===== src/rtl/popcount_stream.sv =====
// ============================================================================
// Module   : popcount_stream
// Brief    : Three-stage streaming ones counter with per-word or per-packet
//            accumulation. Define POPCOUNT_STREAM_SAT_EN for saturating sums.
// Revision : 1.0
// ============================================================================
`default_nettype none

module popcount_stream #(
    parameter int DATA_WIDTH  = 256,
    parameter int CHUNK_WIDTH = 32,
    parameter int ACC_WIDTH   = 16
) (
    input  logic                  clk,
    input  logic                  rst_n,
    input  logic                  in_valid,
    output logic                  in_ready,
    input  logic [DATA_WIDTH-1:0] in_data,
    input  logic                  in_last,
    input  logic                  mode,
    output logic                  out_valid,
    input  logic                  out_ready,
    output logic [ACC_WIDTH-1:0]  out_count,
    output logic                  out_sat
);

    localparam int NUM_CHUNKS      = DATA_WIDTH / CHUNK_WIDTH;
    localparam int CHUNK_CNT_WIDTH = $clog2(CHUNK_WIDTH + 1);
    localparam int CNT_WIDTH       = $clog2(DATA_WIDTH + 1);

    localparam logic [0:0] ST_IDLE = 1'b0;
    localparam logic [0:0] ST_OPEN = 1'b1;

    function automatic logic [CHUNK_CNT_WIDTH-1:0] f_popcount(input logic [CHUNK_WIDTH-1:0] v);
        logic [CHUNK_CNT_WIDTH-1:0] cnt;
        cnt = '0;
        for (int b = 0; b < CHUNK_WIDTH; b++) begin
            cnt = cnt + CHUNK_CNT_WIDTH'(v[b]);
        end
        return cnt;
    endfunction

    logic                                      w_advance;
    logic [NUM_CHUNKS-1:0][CHUNK_CNT_WIDTH-1:0] w_chunk_cnt;
    logic [CNT_WIDTH-1:0]                      w_word_sum;

    logic                                      s1_valid_q, s1_last_q, s1_mode_q;
    logic [NUM_CHUNKS-1:0][CHUNK_CNT_WIDTH-1:0] s1_cnt_q;
    logic                                      s2_valid_q, s2_last_q, s2_mode_q;
    logic [CNT_WIDTH-1:0]                      s2_sum_q;

    logic [0:0]           state_q, state_d;
    logic                 pkt_mode_q, pkt_mode_d;
    logic [ACC_WIDTH-1:0] acc_q, acc_d;
    logic                 sat_acc_q, sat_acc_d;
    logic [ACC_WIDTH-1:0] out_count_q, out_count_d;
    logic                 out_valid_q, out_valid_d;
    logic                 out_sat_q, out_sat_d;

    logic                 w_eff_mode;
    logic [ACC_WIDTH-1:0] w_base;
    logic                 w_sat_base;
    logic [ACC_WIDTH-1:0] w_add;
    logic                 w_add_ovf;

    // Every stage moves together; a held result freezes the whole pipe.
    assign w_advance = !out_valid_q || out_ready;
    assign in_ready  = w_advance;

    generate
        for (genvar i = 0; i < NUM_CHUNKS; i++) begin : g_chunk
            assign w_chunk_cnt[i] = f_popcount(in_data[i*CHUNK_WIDTH +: CHUNK_WIDTH]);
        end
    endgenerate

    always_comb begin
        w_word_sum = '0;
        for (int i = 0; i < NUM_CHUNKS; i++) begin
            w_word_sum = w_word_sum + CNT_WIDTH'(s1_cnt_q[i]);
        end
    end

    always_ff @(posedge clk or negedge rst_n) begin
        if (!rst_n) begin
            s1_valid_q <= 1'b0;
            s1_last_q  <= 1'b0;
            s1_mode_q  <= 1'b0;
            s1_cnt_q   <= '0;
            s2_valid_q <= 1'b0;
            s2_last_q  <= 1'b0;
            s2_mode_q  <= 1'b0;
            s2_sum_q   <= '0;
        end else if (w_advance) begin
            s1_valid_q <= in_valid;
            s1_last_q  <= in_last;
            s1_mode_q  <= mode;
            s1_cnt_q   <= w_chunk_cnt;
            s2_valid_q <= s1_valid_q;
            s2_last_q  <= s1_last_q;
            s2_mode_q  <= s1_mode_q;
            s2_sum_q   <= w_word_sum;
        end
    end

    // A packet's mode is latched at its first beat; later beats' tags are ignored.
    assign w_eff_mode = (state_q == ST_IDLE) ? s2_mode_q : pkt_mode_q;
    assign w_base     = (state_q == ST_IDLE) ? '0 : acc_q;
    assign w_sat_base = (state_q == ST_IDLE) ? 1'b0 : sat_acc_q;

`ifdef POPCOUNT_STREAM_SAT_EN
    localparam int ACC_EXT_WIDTH = ACC_WIDTH + 1;
    logic [ACC_EXT_WIDTH-1:0] w_add_ext;
    assign w_add_ext = {1'b0, w_base} + ACC_EXT_WIDTH'(s2_sum_q);
    assign w_add_ovf = w_add_ext[ACC_WIDTH];
    assign w_add     = w_add_ovf ? {ACC_WIDTH{1'b1}} : w_add_ext[ACC_WIDTH-1:0];
`else
    assign w_add     = w_base + ACC_WIDTH'(s2_sum_q);
    assign w_add_ovf = 1'b0;
`endif

    always_ff @(posedge clk or negedge rst_n) begin
        if (!rst_n) begin
            state_q <= ST_IDLE;
        end else begin
            state_q <= state_d;
        end
    end

    always_comb begin
        state_d = state_q;
        if (w_advance && s2_valid_q) begin
            if (!w_eff_mode || s2_last_q) begin
                state_d = ST_IDLE;
            end else begin
                state_d = ST_OPEN;
            end
        end
    end

    always_comb begin
        pkt_mode_d  = pkt_mode_q;
        acc_d       = acc_q;
        sat_acc_d   = sat_acc_q;
        out_count_d = out_count_q;
        out_valid_d = out_valid_q;
        out_sat_d   = out_sat_q;
        if (w_advance) begin
            out_valid_d = 1'b0;
            if (s2_valid_q) begin
                pkt_mode_d = w_eff_mode;
                if (!w_eff_mode) begin
                    out_count_d = ACC_WIDTH'(s2_sum_q);
                    out_sat_d   = 1'b0;
                    out_valid_d = 1'b1;
                end else if (s2_last_q) begin
                    out_count_d = w_add;
                    out_sat_d   = w_sat_base | w_add_ovf;
                    out_valid_d = 1'b1;
                end else begin
                    acc_d     = w_add;
                    sat_acc_d = w_sat_base | w_add_ovf;
                end
            end
        end
    end

    always_ff @(posedge clk or negedge rst_n) begin
        if (!rst_n) begin
            pkt_mode_q  <= 1'b0;
            acc_q       <= '0;
            sat_acc_q   <= 1'b0;
            out_count_q <= '0;
            out_valid_q <= 1'b0;
            out_sat_q   <= 1'b0;
        end else begin
            pkt_mode_q  <= pkt_mode_d;
            acc_q       <= acc_d;
            sat_acc_q   <= sat_acc_d;
            out_count_q <= out_count_d;
            out_valid_q <= out_valid_d;
            out_sat_q   <= out_sat_d;
        end
    end

    assign out_valid = out_valid_q;
    assign out_count = out_count_q;
    assign out_sat   = out_sat_q;

endmodule

`default_nettype wire


===== config.mk =====
export PLATFORM = sky130hd
export DESIGN_NAME = popcount_stream
export DESIGN_NICKNAME = d
export VERILOG_FILES = /design/src/rtl/popcount_stream.sv
export SDC_FILE = /design/constraint.sdc
export NUM_CORES = 1
export LEC_CHECK = 0
export CORE_MARGIN = 2
export CORE_UTILIZATION = 50
export DETAILED_ROUTE_END_ITERATION = 7
export GPL_ROUTABILITY_DRIVEN = 0
export GPL_TIMING_DRIVEN = 0
export PLACE_DENSITY = 0.82
export SYNTH_ARGS = -nofsm -noshare
export SYNTH_HDL_FRONTEND = slang
export SYNTH_SLANG_ARGS = --single-unit

===== constraint.sdc =====
create_clock -name clk -period 4.8 [get_ports clk]
set_input_delay 0.96 -clock clk [delete_from_list [all_inputs] [get_ports clk]]
set_output_delay 0.96 -clock clk [all_outputs]
set_load 0.03 [all_outputs]

==> results of run 1 <==
-- through the flow --
stage               cells  TNS (ps)
floorplan            1246     -3730
global placement     1845   -118220
detailed placement   1846    -34230
CTS                  1872     -4880
global route         1877     -6160
finish               1877     -2500
-- what timing repair did --
action                                  CTS  global route
hold endpoints to repair                  0             0
gates resized for setup                 457            95
pin swaps                               160           124
endpoints found under the setup margin   41            40
setup buffers                            10            11
-- cell usage after synthesis, drive strengths merged (6+ instances only) --
library cell    n  area, um2
a21o           23        173
a21oi          48        244
and2            9       56.3
clkbuf         18       67.6
dfrtp         100       2500
fa            228       4560
ha             74        926
inv           429       1610
mux2i           6       60.1
nand2         119        454
nand3           8       40.0
nor2           30        113
nor2b           9       63.8
o21ai          62        314
xnor2          11       96.3
xor2           31        272
-- layout make-up --
type / count / area share [%]
Clock inverter: 4 / 0.311
Timing Repair Buffer: 296 / 16.3
Clock buffer: 12 / 1.57
Multi-Input combinational cell: 693 / 52.1
Sequential cell: 100 / 16.0
Inverter: 430 / 10.5
Buffer: 23 / 0.711
Tap cell: 319 / 2.55
-- worst min-delay path, stage by stage, from the launching register on --
cell and delay [ps]:
dfrtp_1 340, nand2_1 50, nand2_1 50
-- registers in the layout, indices dropped and copies added (netlist names) --
register,count
s1_last_q,1
out_count,16
s2_sum_q,9
pkt_mode_q,1
out_valid,1
s2_mode_q,1
s2_valid_q,1
s1_cnt_q,48
s1_valid_q,1
s2_last_q,1
sat_acc_q,1
s1_mode_q,1
out_sat,1
acc_q,16
state_q,1
-- worst paths after layout --
| path | startpoint | end | slack [ps] | cells after the start |
|---|---|---|---|---|
| worst max register to register | s1_cnt_q[3]$_DFFE_PN0N_ | s2_sum_q[7]$_DFFE_PN0N_ | 680 | 15 |
| min in group asynchronous | rst_n | acc_q[3]$_DFFE_PN0P_ | 560 | 1 |
| worst max-delay path | in_data[197] | s1_cnt_q[40]$_DFFE_PN0N_ | -280 | 15 |
| worst min register to register | s2_mode_q$_DFFE_PN0N_ | s2_mode_q$_DFFE_PN0N_ | 470 | 2 |
| max in group asynchronous | rst_n | s1_cnt_q[46]$_DFFE_PN0N_ | 3570 | 2 |
| worst min-delay path | s2_mode_q$_DFFE_PN0N_ | s2_mode_q$_DFFE_PN0N_ | 470 | 2 |
-- layout by cell type, fill, tap and decap left out, types with 5 or more instances in the layout --
master	instances
a21o_1	23
a21oi_1	28
a21oi_2	19
and2_1	9
buf_2	71
buf_4	5
buf_6	40
clkbuf_1	20
clkbuf_16	9
clkbuf_2	22
clkdlybuf4s50_1	159
dfrtp_1	100
fa_1	180
fa_2	48
ha_1	57
ha_4	16
inv_1	335
inv_2	89
mux2_2	5
mux2i_1	6
nand2_1	118
nand3_1	8
nor2_1	30
nor2b_1	8
o21ai_0	30
o21ai_1	30
xnor2_1	9
xor2_1	26
xor2_2	5
-- cell families (layout without fill, tap and decap cells) --
kind of cell / Yosys count / in the layout / synth area share, %
buffers and inverters: 453 / 765 / 14.5
adder cells (fa/ha/maj): 302 / 302 / 46.1
AND/OR/NAND/NOR: 187 / 187 / 6.90
multiplexers: 11 / 11 / 0.977
XOR/XNOR: 42 / 42 / 3.09
flip-flops: 100 / 100 / 21.0
AO/OA/AOI/OAI: 151 / 151 / 7.39
-- routing by layer --
metal / vias up / global-route usage, %
met2: 249 / 42.2
met4: 0 / 7.46
met1: 4421 / 24.3
met5: - / 0
met3: 53 / 3.43
li1: 4203 / -
==> results by stage, run 1 <==
Layout:
- The layout-stage area growth over the synthesis result is 31.6%.
- Once layout is complete, the utilization of the core stands at 67.0%.
- The net count of the finished layout is 2117.
- The post-route netlist has 22.6% of its cells at a drive strength greater than 1.
- The layout has 1831 filler cells.
- The multi-input combinational cells in the finished layout cover a total of slightly above 8000 um2.
- Summing all non-filler instances in the final layout gives an area of 15700 um2.
- The sequential cells in the finished layout cover a total of 2500 um2.
- 0 antenna diodes ended up in the layout.

GRT:
- The via count of the first global-routing pass came to 9813.
- The first global-routing pass estimated 43200 um of wire.
- The overall track demand over capacity in global routing is a little over a fifth.
- Summed over all layers, the global routing overflow is 0.
- Entering global routing, the biggest net connects 69 pins.
- The number of antenna violations at the first check in global routing is 0.

Die:
- The die is 158 um tall.
- The floorplan has 56 rows.
- In this run the count of I/O pins placed on the die edge is 281.
- The effective utilization at floorplan is 50.9%.
- The core area is between 20000 and 25000 um2.
- The floorplan step set the die width to 158 um.
- The die covers around 25000 um2.

STA:
- The largest clock skew in the final design is 5.28 ps.
- The worst slew margin relative to its limit is between 50% and 60%.
- Setup slack on the critical path of the routed design comes to -281 ps.
- Final hold analysis gives a worst-case slack of around 470 ps.
- The number of pins with negative max-slew slack in the final report is 0.
- Subtracting the final worst setup slack from the clock period gives 5080 ps.
- The total setup violations reported at the end of the flow is 23.
- Setup repair after global routing could not meet its margin everywhere.
- The fraction of the cycle the final worst path needs is 106%.
- The final count of hold timing violations came to 0.
- The fmax is 197 MHz.
- For the pin with the worst max-slew slack, the measured transition is 702 ps.

Yosys:
- The number of unique standard cell types used by synthesis is 46.
- The synthesized design contains 0 enable-type register cells.
- The net count after synthesis is 1810.
- Dividing the synthesized area by the synthesized cell count gives 9.56 um2.
- The most used flip-flop cell after synthesis is dfrtp_1.
- The number of synthesis warnings is 0.
- After technology mapping, the gate count stands at 1246.
- After synthesis, the share of flip-flops with an asynchronous set or reset is 100%.
- The sequential cell area fraction in the yosys report is 21.0%.
- Counting flops and latches in the post-synthesis netlist gives 100.
- The synthesized netlist occupies a cell area of 11900 um2.

Drt:
- For this block, the routed nets add up to ~27000 um of wire.
- The number of search-and-repair iterations in the first detailed-routing pass is 5.
- The average wire per standard cell is 14.2 um.
- After detailed routing, the number of remaining DRC violations is 0.
- The uppermost signal routing layer after detailed routing is met4.
- Wire segments on met2 add up to roughly 15000 um in the final route.
- The overall via count from detail_route is 8926.
- Wire segments on met3 add up to 1180 um in the final route.
- Once detail routing completed, the nets flagged for antenna violations numbered 0.
- The detailed-route vias per instance is ~4.8.
- The number of DRC violations after detailed-routing iteration 0 is between 300 and 400.
- In the final routing, the length of wire on met1 measures 9750 um.

Worst setup path:
- The most frequent cell on the critical path is fa_2.
- The critical path data required time is 5020 ps.
- The worst stage delay on the critical path is 610 ps.
- The critical-path maximum fanout is 2.
- The cell family contributing the most delay on the critical path is adder cells.
- STA classifies the critical path endpoint as a flop.
- The sort of element at the start of the critical path is an input port.
- At the worst endpoint, the arrival time is ~5300 ps.
- The cell at the slowest stage of the critical path is fa_2.
- The signal on the critical path passes through buf_6 -> inv_2 -> fa_1 -> fa_2 -> fa_2 -> fa_1 -> fa_2 -> fa_1 -> inv_2 -> ha_4 -> fa_2 -> a21o_1 -> a21oi_2 -> xor2_2 -> o21ai_1.
- The number of buffers and inverters on the critical path is 3.
- The critical path is of the input port to flop type.

CTS:
- Clock tree synthesis selected as its root buffer the cell clkbuf_16.
- Counting along the longest clock path gives a buffer depth of 2.
- The CTS clock-pin slew for the worst setup and hold paths is 60 ps.
- The number of clock sinks is 100.
- The clock reaches the later pin of the worst-skew pair after 350 ps.
- Buffers inserted during clock tree synthesis total 9.
- The clock tree synthesis step divided the H-tree into 3 levels.
- The number of hold buffers added after CTS is 0.
- TritonCTS built the clock tree.

Run status:
- The flow ran to the end, but the final reports show violations.
- The checks that failed: negative setup slack.

Place:
- Detailed placement ended at an HPWL of 22900 um.
- The minimum setup slack after placement is -1100 ps.
- During placement, the flow inserted port buffers numbering 280.
- The post-placement cell area is 15400 um2.

Hold path:
- The worst min-delay path class is flop to flop.

Flow run:
- The number of max-capacitance violations reported is 0.
Power of run 1 is left out: the tool's default activity adds up to more than one toggle a clock period on the data nets, which glitch-free logic cannot reach.
==> run 2, diff against run 1 <==
--- a/config.mk
+++ b/config.mk
@@ -6,11 +6,11 @@
 export NUM_CORES = 1
 export LEC_CHECK = 0
 export CORE_MARGIN = 2
-export CORE_UTILIZATION = 50
+export CORE_UTILIZATION = 52
 export DETAILED_ROUTE_END_ITERATION = 7
 export GPL_ROUTABILITY_DRIVEN = 0
 export GPL_TIMING_DRIVEN = 0
-export PLACE_DENSITY = 0.82
+export PLACE_DENSITY = 0.85
 export SYNTH_ARGS = -nofsm -noshare
 export SYNTH_HDL_FRONTEND = slang
 export SYNTH_SLANG_ARGS = --single-unit
==> run 2 against run 1 <==
  * The flow still finishes with violations (negative setup slack)
  * Clock skew up 7.4 ps
  * First-iteration DRC count up 24%
  * Maximum frequency down 1.5%
  * Routed wire length up 4.0%
  * Sequential cell count unchanged
  * Count of clock-buffer cells in the layout down 2
  * Final area down 0.46%
  * Non-clock buffer count up 2
  * Final cell count down 1.7%
  * Via count up 1.6%
  * Critical endpoint is now s1_cnt_q[28]$_DFFE_PN0N_
==> results by stage, run 2 (same netlist as run 1, synthesis figures left out) <==
Run status:
- The run finished, with violations left.
- The checks that failed: negative setup slack.

STA:
- Headroom to the max-slew limit came out at 50.1%.
- Setup violations remaining at the end of the flow were counted as 26.
- The transition at the pin with the smallest max-transition slack is 749 ps.
- Setup repair after global routing could not meet its margin everywhere.
- The fmax is 194 MHz.
- The largest clock skew in the final design is 12.7 ps.
- The fraction of the cycle the final worst path needs is 107%.
- The final count of hold timing violations is 0.
- The number of pins with negative max-slew slack in the final report came to 0.
- Across all setup checks in the final design, the least slack found is -358 ps.
- After layout, the minimum clock period comes to 5160 ps.

Worst setup path:
- The slowest stage of the critical path is the fa_2 cell.
- The most frequent cell on the critical path is fa_1.
- Of all nets on the critical path, the largest fanout is 2.
- At the worst endpoint, the arrival time is 5370 ps.
- The critical path is of the input port to flop type.
- The minimum setup slack among reg-to-reg paths is 670 ps.
- STA classifies the critical path endpoint as a flop.
- The largest delay contributor family on the critical path is adder cells.
- The signal on the critical path passes through buf_6 -> fa_1 -> inv_1 -> fa_1 -> inv_1 -> fa_1 -> inv_2 -> fa_2 -> fa_1 -> fa_1 -> inv_2 -> ha_4 -> fa_2 -> a21o_1 -> a21oi_2 -> xor2_1 -> o21ai_1.
- The worst stage delay on the critical path is ~540 ps.
- The sort of element at the start of the critical path is an input port.
- Counting both buffers and inverters, the worst setup path holds a total of 5.
- At the worst endpoint, the required time is about 5000 ps.

Place:
- After detailed placement, the total cell area comes to ~15000 um2.
- The total of buffers placed on input and output ports is 280.
- Once placement completed, the tool counted placed cells totaling approximately 1800.
- The HPWL after detailed placement is 23800 um.

CTS:
- Clock tree synthesis inserted a total of 9 buffers.
- The largest buffer count on any clock path is 2.
- The cell chosen for the clock root is clkbuf_16.
- Clock tree synthesis found a total of 100 sinks.
- The clock insertion delay at the later pin of the skew report is 350 ps.
- The CTS clock-pin slew for the worst setup and hold paths is 70 ps.
- The number of hold buffers added after CTS is 0.
- CTS built an H-tree with a depth of 3.
- The CTS tree is built.

GRT:
- The sum of overflow across all layers after global routing is 0.
- The via count of the first global-routing pass was 10400.
- The number of antenna violations at the first check in global routing is 0.
- Global routing consumed, over all layers together, 23.9% of the routing resources.
- The maximum number of pins on one net before global-route repair is 75.
- The first global-routing pass estimated around 46000 um of wire.

Drt:
- In the final routed layout, each cell accounts on average for 15.0 um.
- The remaining antenna violation count after routing is 0.
- In the routed layout, each cell is associated on average with a via count of roughly 4.9.
- The DRC violation count after routing is 0.
- The final layout contains routed wiring with a total length of 27700 um.
- The overall via count from detail_route is ~9100.
- In this run, the number of DRC markers left after iteration 0 of detailed routing was 386.
- The first detailed-routing pass ran for 4 iterations.

Layout:
- The fraction of final layout cells sized beyond drive strength 1 is between 20 and 25%.
- For this run, the post-layout net count is 2119.
- The utilization of the core after routing is 69.1%.
- The finished cells cover 15600 um2.
- The register with the most flip-flops in the layout has 48 of them.
- Compared with the post-synthesis result, the final layout area differs by 31.0%.
- The most flop-heavy register is s1_cnt_q.
- The library cells used most frequently in the layout, excluding fill and tap cells, are 333 x inv_1, 184 x fa_1, 159 x clkdlybuf4s50_1.
- The area occupied by registers is 2500 um2.
- The count of inserted antenna diode cells is 0.
- In the final layout, the multi-input gates occupy 8080 um2.
- The library cell used most frequently in the layout, excluding fill and tap cells, is inv_1.
- The finished layout holds 1845 standard cells, fillers aside.
- The fill cell instance count of the final layout is 1683.

Die:
- The total area inside the core boundary comes to 22600 um2.
- Measured along the y axis, the die boundary spans approximately 160 um.
- The number of top-level pins is 281.
- The die outline area is 24100 um2.
- Measured along the x axis, the die boundary spans 155 um.
- The initialized floorplan defines 55 standard-cell rows.
- Once the floorplan was initialized, standard cells occupied 52.8% of the core.

Hold path:
- The worst min-delay path class is flop to flop.

Flow run:
- The number of max-capacitance violations reported is 0.
run 2: path summary, 6_finish.rpt:
path | start | to | depth (start not counted)
max | in_data[145] | s1_cnt_q[28]$_DFFE_PN0N_ | 17
min | s2_mode_q$_DFFE_PN0N_ | s2_mode_q$_DFFE_PN0N_ | 2
max reg2reg | s1_cnt_q[3]$_DFFE_PN0N_ | s2_sum_q[7]$_DFFE_PN0N_ | 15
min reg2reg | s2_mode_q$_DFFE_PN0N_ | s2_mode_q$_DFFE_PN0N_ | 2
max in group asynchronous | rst_n | s1_cnt_q[9]$_DFFE_PN0N_ | 2
min in group asynchronous | rst_n | out_count[12]$_DFFE_PN0P_ | 1
run 2: what timing repair did:
action	4_1_cts	5_1_grt
setup endpoints to repair	41	40
resized for setup	468	84
buffers inserted	14	7
pin swaps	163	124
run 2: worst min-delay path, cell delays in order (launching register included):
cell and delay, ps:
dfrtp_1 340, nand2_1 50, nand2_1 50
run 2: per-stage QoR:
stage / hold WS, ps / setup slack (ps) / setup TNS [ps]
4_1_cts: 472 / -421 / -5490
2_1_floorplan: 438 / -346 / -3730
6_report: 465 / -358 / -3470
3_3_place_gp: 448 / -1070 / -114920
5_1_grt: 495 / -459 / -7080
3_5_place_dp: 456 / -1120 / -34600
run 2: layout make-up:
class	count	area share (%)
multi-input cells	693	51.8
flip-flops and latches	100	16.0
inverters	430	10.6
plain buffers	23	0.714
clock inverters	6	0.465
repair buffers	298	16.7
clock buffers	10	1.47
well taps	285	2.29
run 2: metal layers:
metal  track usage [%]  part of all wire (%)  vias to the layer above  routed length [um]
li1                  -                     -                     4205                   -
met1              25.3                    34                     4512                9560
met2              47.7                    57                      278               15900
met3              3.23                   4.6                       72                1280
met4              8.65                   3.6                        0                1010
met5                 0                     0                        -                   0
Power of run 2 is left out for the same reason.
==> run 3, diff against run 2 <==
--- a/config.mk
+++ b/config.mk
@@ -6,11 +6,11 @@
 export NUM_CORES = 1
 export LEC_CHECK = 0
 export CORE_MARGIN = 2
-export CORE_UTILIZATION = 52
+export CORE_UTILIZATION = 35
 export DETAILED_ROUTE_END_ITERATION = 7
 export GPL_ROUTABILITY_DRIVEN = 0
 export GPL_TIMING_DRIVEN = 0
-export PLACE_DENSITY = 0.85
+export PLACE_DENSITY = 0.62
 export SYNTH_ARGS = -nofsm -noshare
 export SYNTH_HDL_FRONTEND = slang
 export SYNTH_SLANG_ARGS = --single-unit
==> run 3 against run 2 <==
  * The flow still finishes with violations (negative setup slack)
  * Register-to-register slack improved by 60 ps
  * Final cell count rose by 8.9%
  * Count of clock-buffer cells in the layout shrank 1
  * First-iteration DRC count is 40% lower
  * Critical path depth is 2 lower
  * Die area up 47%
  * Utilization fell by 22 points
  * Largest cell class unchanged
  * Highest routed layer is now met5
==> results by stage, run 3 (same netlist as run 1, synthesis figures left out) <==
Drt:
- The overall via count from detail_route is 8620.
- The first detailed-routing pass ran for 4 iterations.
- The detailed-route vias per instance is 4.29.
- The final layout contains routed wiring with a total length of 25700 um.
- The DRC violation count after routing is 0.
- The number of DRC violations after detailed-routing iteration 0 is 230.
- The average wire per standard cell is 12.8 um.
- In this run the remaining antenna-violating nets after routing total 0.

GRT:
- The first global-routing pass estimated between 40000 and 50000 um of wire.
- The via count of the first global-routing pass came to 9405.
- The number of antenna violations at the first check in global routing is 1.
- The overall track demand over capacity in global routing is 15.2%.
- The sum of overflow across all layers after global routing is 0.
- The maximum number of pins on one net before global-route repair is 53.

Worst setup path:
- The minimum setup slack among reg-to-reg paths is around 730 ps.
- The cell at the slowest stage of the critical path is fa_1.
- The type of element capturing the critical path is a flop.
- The type of the worst setup path is input port to flop.
- By instance count, the cell type seen most on the critical path is fa_1.
- The data arrival time of the critical path is 5310 ps.
- The sort of element at the start of the critical path is an input port.
- In this run the worst path has a maximum fanout of 2.
- For this run, the slowest stage of the critical path takes 530 ps.
- Walking the worst path, the cells encountered are buf_6 -> fa_1 -> inv_1 -> fa_1 -> fa_2 -> fa_1 -> fa_2 -> fa_1 -> inv_2 -> ha_4 -> fa_2 -> a21o_1 -> a21oi_2 -> xor2_2 -> o21ai_1.
- For the worst setup path, the data required time is about 5000 ps.
- The number of buffer and inverter stages on the critical path is 3.
- The largest delay contributor family on the critical path is adder cells.

Layout:
- The fraction of final layout cells sized beyond drive strength 1 is 22.0%.
- In the layout the commonest cells are 346 x inv_1, 184 x fa_1, 159 x clkdlybuf4s50_1.
- In the final design database the tool counted 2120 nets.
- The area growth from synthesis to layout is 33.2%.
- The count of cells in the finished layout, fillers not included, comes to 2009.
- The most frequent standard cell in the layout excluding fill and tap cells is inv_1.
- The most flop-heavy register is s1_cnt_q.
- The count of inserted antenna diode cells is 0.
- The register with the most flip-flops in the layout has 48 of them.

Die:
- The number of top-level pins is 281.
- Measured along the x axis, the die boundary spans ~190 um.
- The effective utilization at floorplan is between 30 and 40%.
- The core area is around 34000 um2.
- The number of placement rows is 67.
- The die covers 35500 um2.
- The vertical die dimension is 188 um.

STA:
- On the final layout, the worst clock skew is 10.2 ps.
- The fraction of the cycle the final worst path needs is 106%.
- The number of pins with negative max-slew slack in the final report is 0.
- The total setup violations reported at the end of the flow is 25.
- Setup repair after global routing could not meet its margin everywhere.
- The final count of hold timing violations came to 0.
- The routed design could run at a clock period as short as 5090 ps.
- Measured against its own limit, the worst slew margin works out to 51.5%.
- The fmax is 196 MHz.
- The transition at the pin with the smallest max-transition slack is 727 ps.
- The final-layout setup total negative slack is -3240 ps.
- Setup slack on the critical path of the routed design comes to -292 ps.

CTS:
- The number of hold buffers added after CTS is 0.
- The CTS tree is built.
- The clock insertion delay at the later pin of the skew report is 350 ps.
- The clock tree synthesis step divided the H-tree into 3 levels.
- The largest buffer count on any clock path is 2.
- Buffers inserted during clock tree synthesis total 9.
- The number of clock sinks is 100.
- The CTS clock-pin slew for the worst setup and hold paths is 70 ps.
- The root buffer cell chosen for the clock tree is clkbuf_16.

Hold path:
- The worst min-delay path class is flop to flop.

Run status:
- The final reports fail on negative setup slack.
- The run finished, with violations left.

Place:
- After legalization and detailed placement, the total HPWL measured 22800 um.
- The minimum setup slack after placement is -1170 ps.
- In this run the tool buffered the top-level ports with between 200 and 300 buffer cells.
- The total placed cells including tap cells is 1975.

Flow run:
- The number of max-capacitance violations reported is 0.
## run 3: changes by cell type in the layout (fill, tap and decap cells not counted), sizes merged
| cell | before | now |
|---|---|---|
| buf | 117 | 121 |
| bufinv | 1 | 0 |
| clkbuf | 49 | 45 |
| clkinv | 3 | 4 |
| clkinvlp | 1 | 0 |
| inv | 431 | 433 |
## run 3: what timing repair did
item,in CTS,in global routing
setup buffers,14,11
hold endpoints to repair,0,0
pin swaps,164,125
gates resized for setup,474,70
endpoints found under the setup margin,40,40
## run 3: through the flow
stage,instance area [um2],utilization [%],hold slack (ps)
finish,15900,47.3,465
CTS,15800,47.1,472
detailed placement,15600,46.4,456
floorplan,12200,-,438
global route,15900,47.3,482
global placement,15500,46.3,449
## run 3: worst min-delay path, stage by stage (launching register included)
cell and delay [ps]:
dfrtp_1 340, nand2_1 50, nand2_1 50
## run 3: worst paths after layout
path,start,to,depth (start not counted)
setup reg to reg,s1_cnt_q[3]$_DFFE_PN0N_,s2_sum_q[7]$_DFFE_PN0N_,15
min in group asynchronous,rst_n,out_count[0]$_DFFE_PN0P_,1
max in group asynchronous,rst_n,s1_cnt_q[16]$_DFFE_PN0N_,2
hold reg to reg,s2_mode_q$_DFFE_PN0N_,s2_mode_q$_DFFE_PN0N_,2
setup / recovery,in_data[213],s1_cnt_q[40]$_DFFE_PN0N_,15
hold / removal,s2_mode_q$_DFFE_PN0N_,s2_mode_q$_DFFE_PN0N_,2
## run 3: area by class of cell
type / instances / area, um2
Timing Repair Buffer: 299 / 2620
Clock buffer: 9 / 225
Inverter: 430 / 1650
Multi-Input combinational cell: 693 / 8140
Tap cell: 448 / 561
Sequential cell: 100 / 2500
Buffer: 23 / 111
Fill cell: 3252 / 17700
Clock inverter: 7 / 56.3
## run 3: metal layers
| metal | share of wire (%) | global-route usage [%] | vias up |
|---|---|---|---|
| met5 | 0.043 | 0 | - |
| met4 | 1.3 | 2.52 | 2 |
| met3 | 4.9 | 2.85 | 22 |
| met2 | 54 | 28.8 | 175 |
| met1 | 40 | 17.9 | 4225 |
| li1 | - | - | 4196 |
Power of run 3 is left out for the same reason.
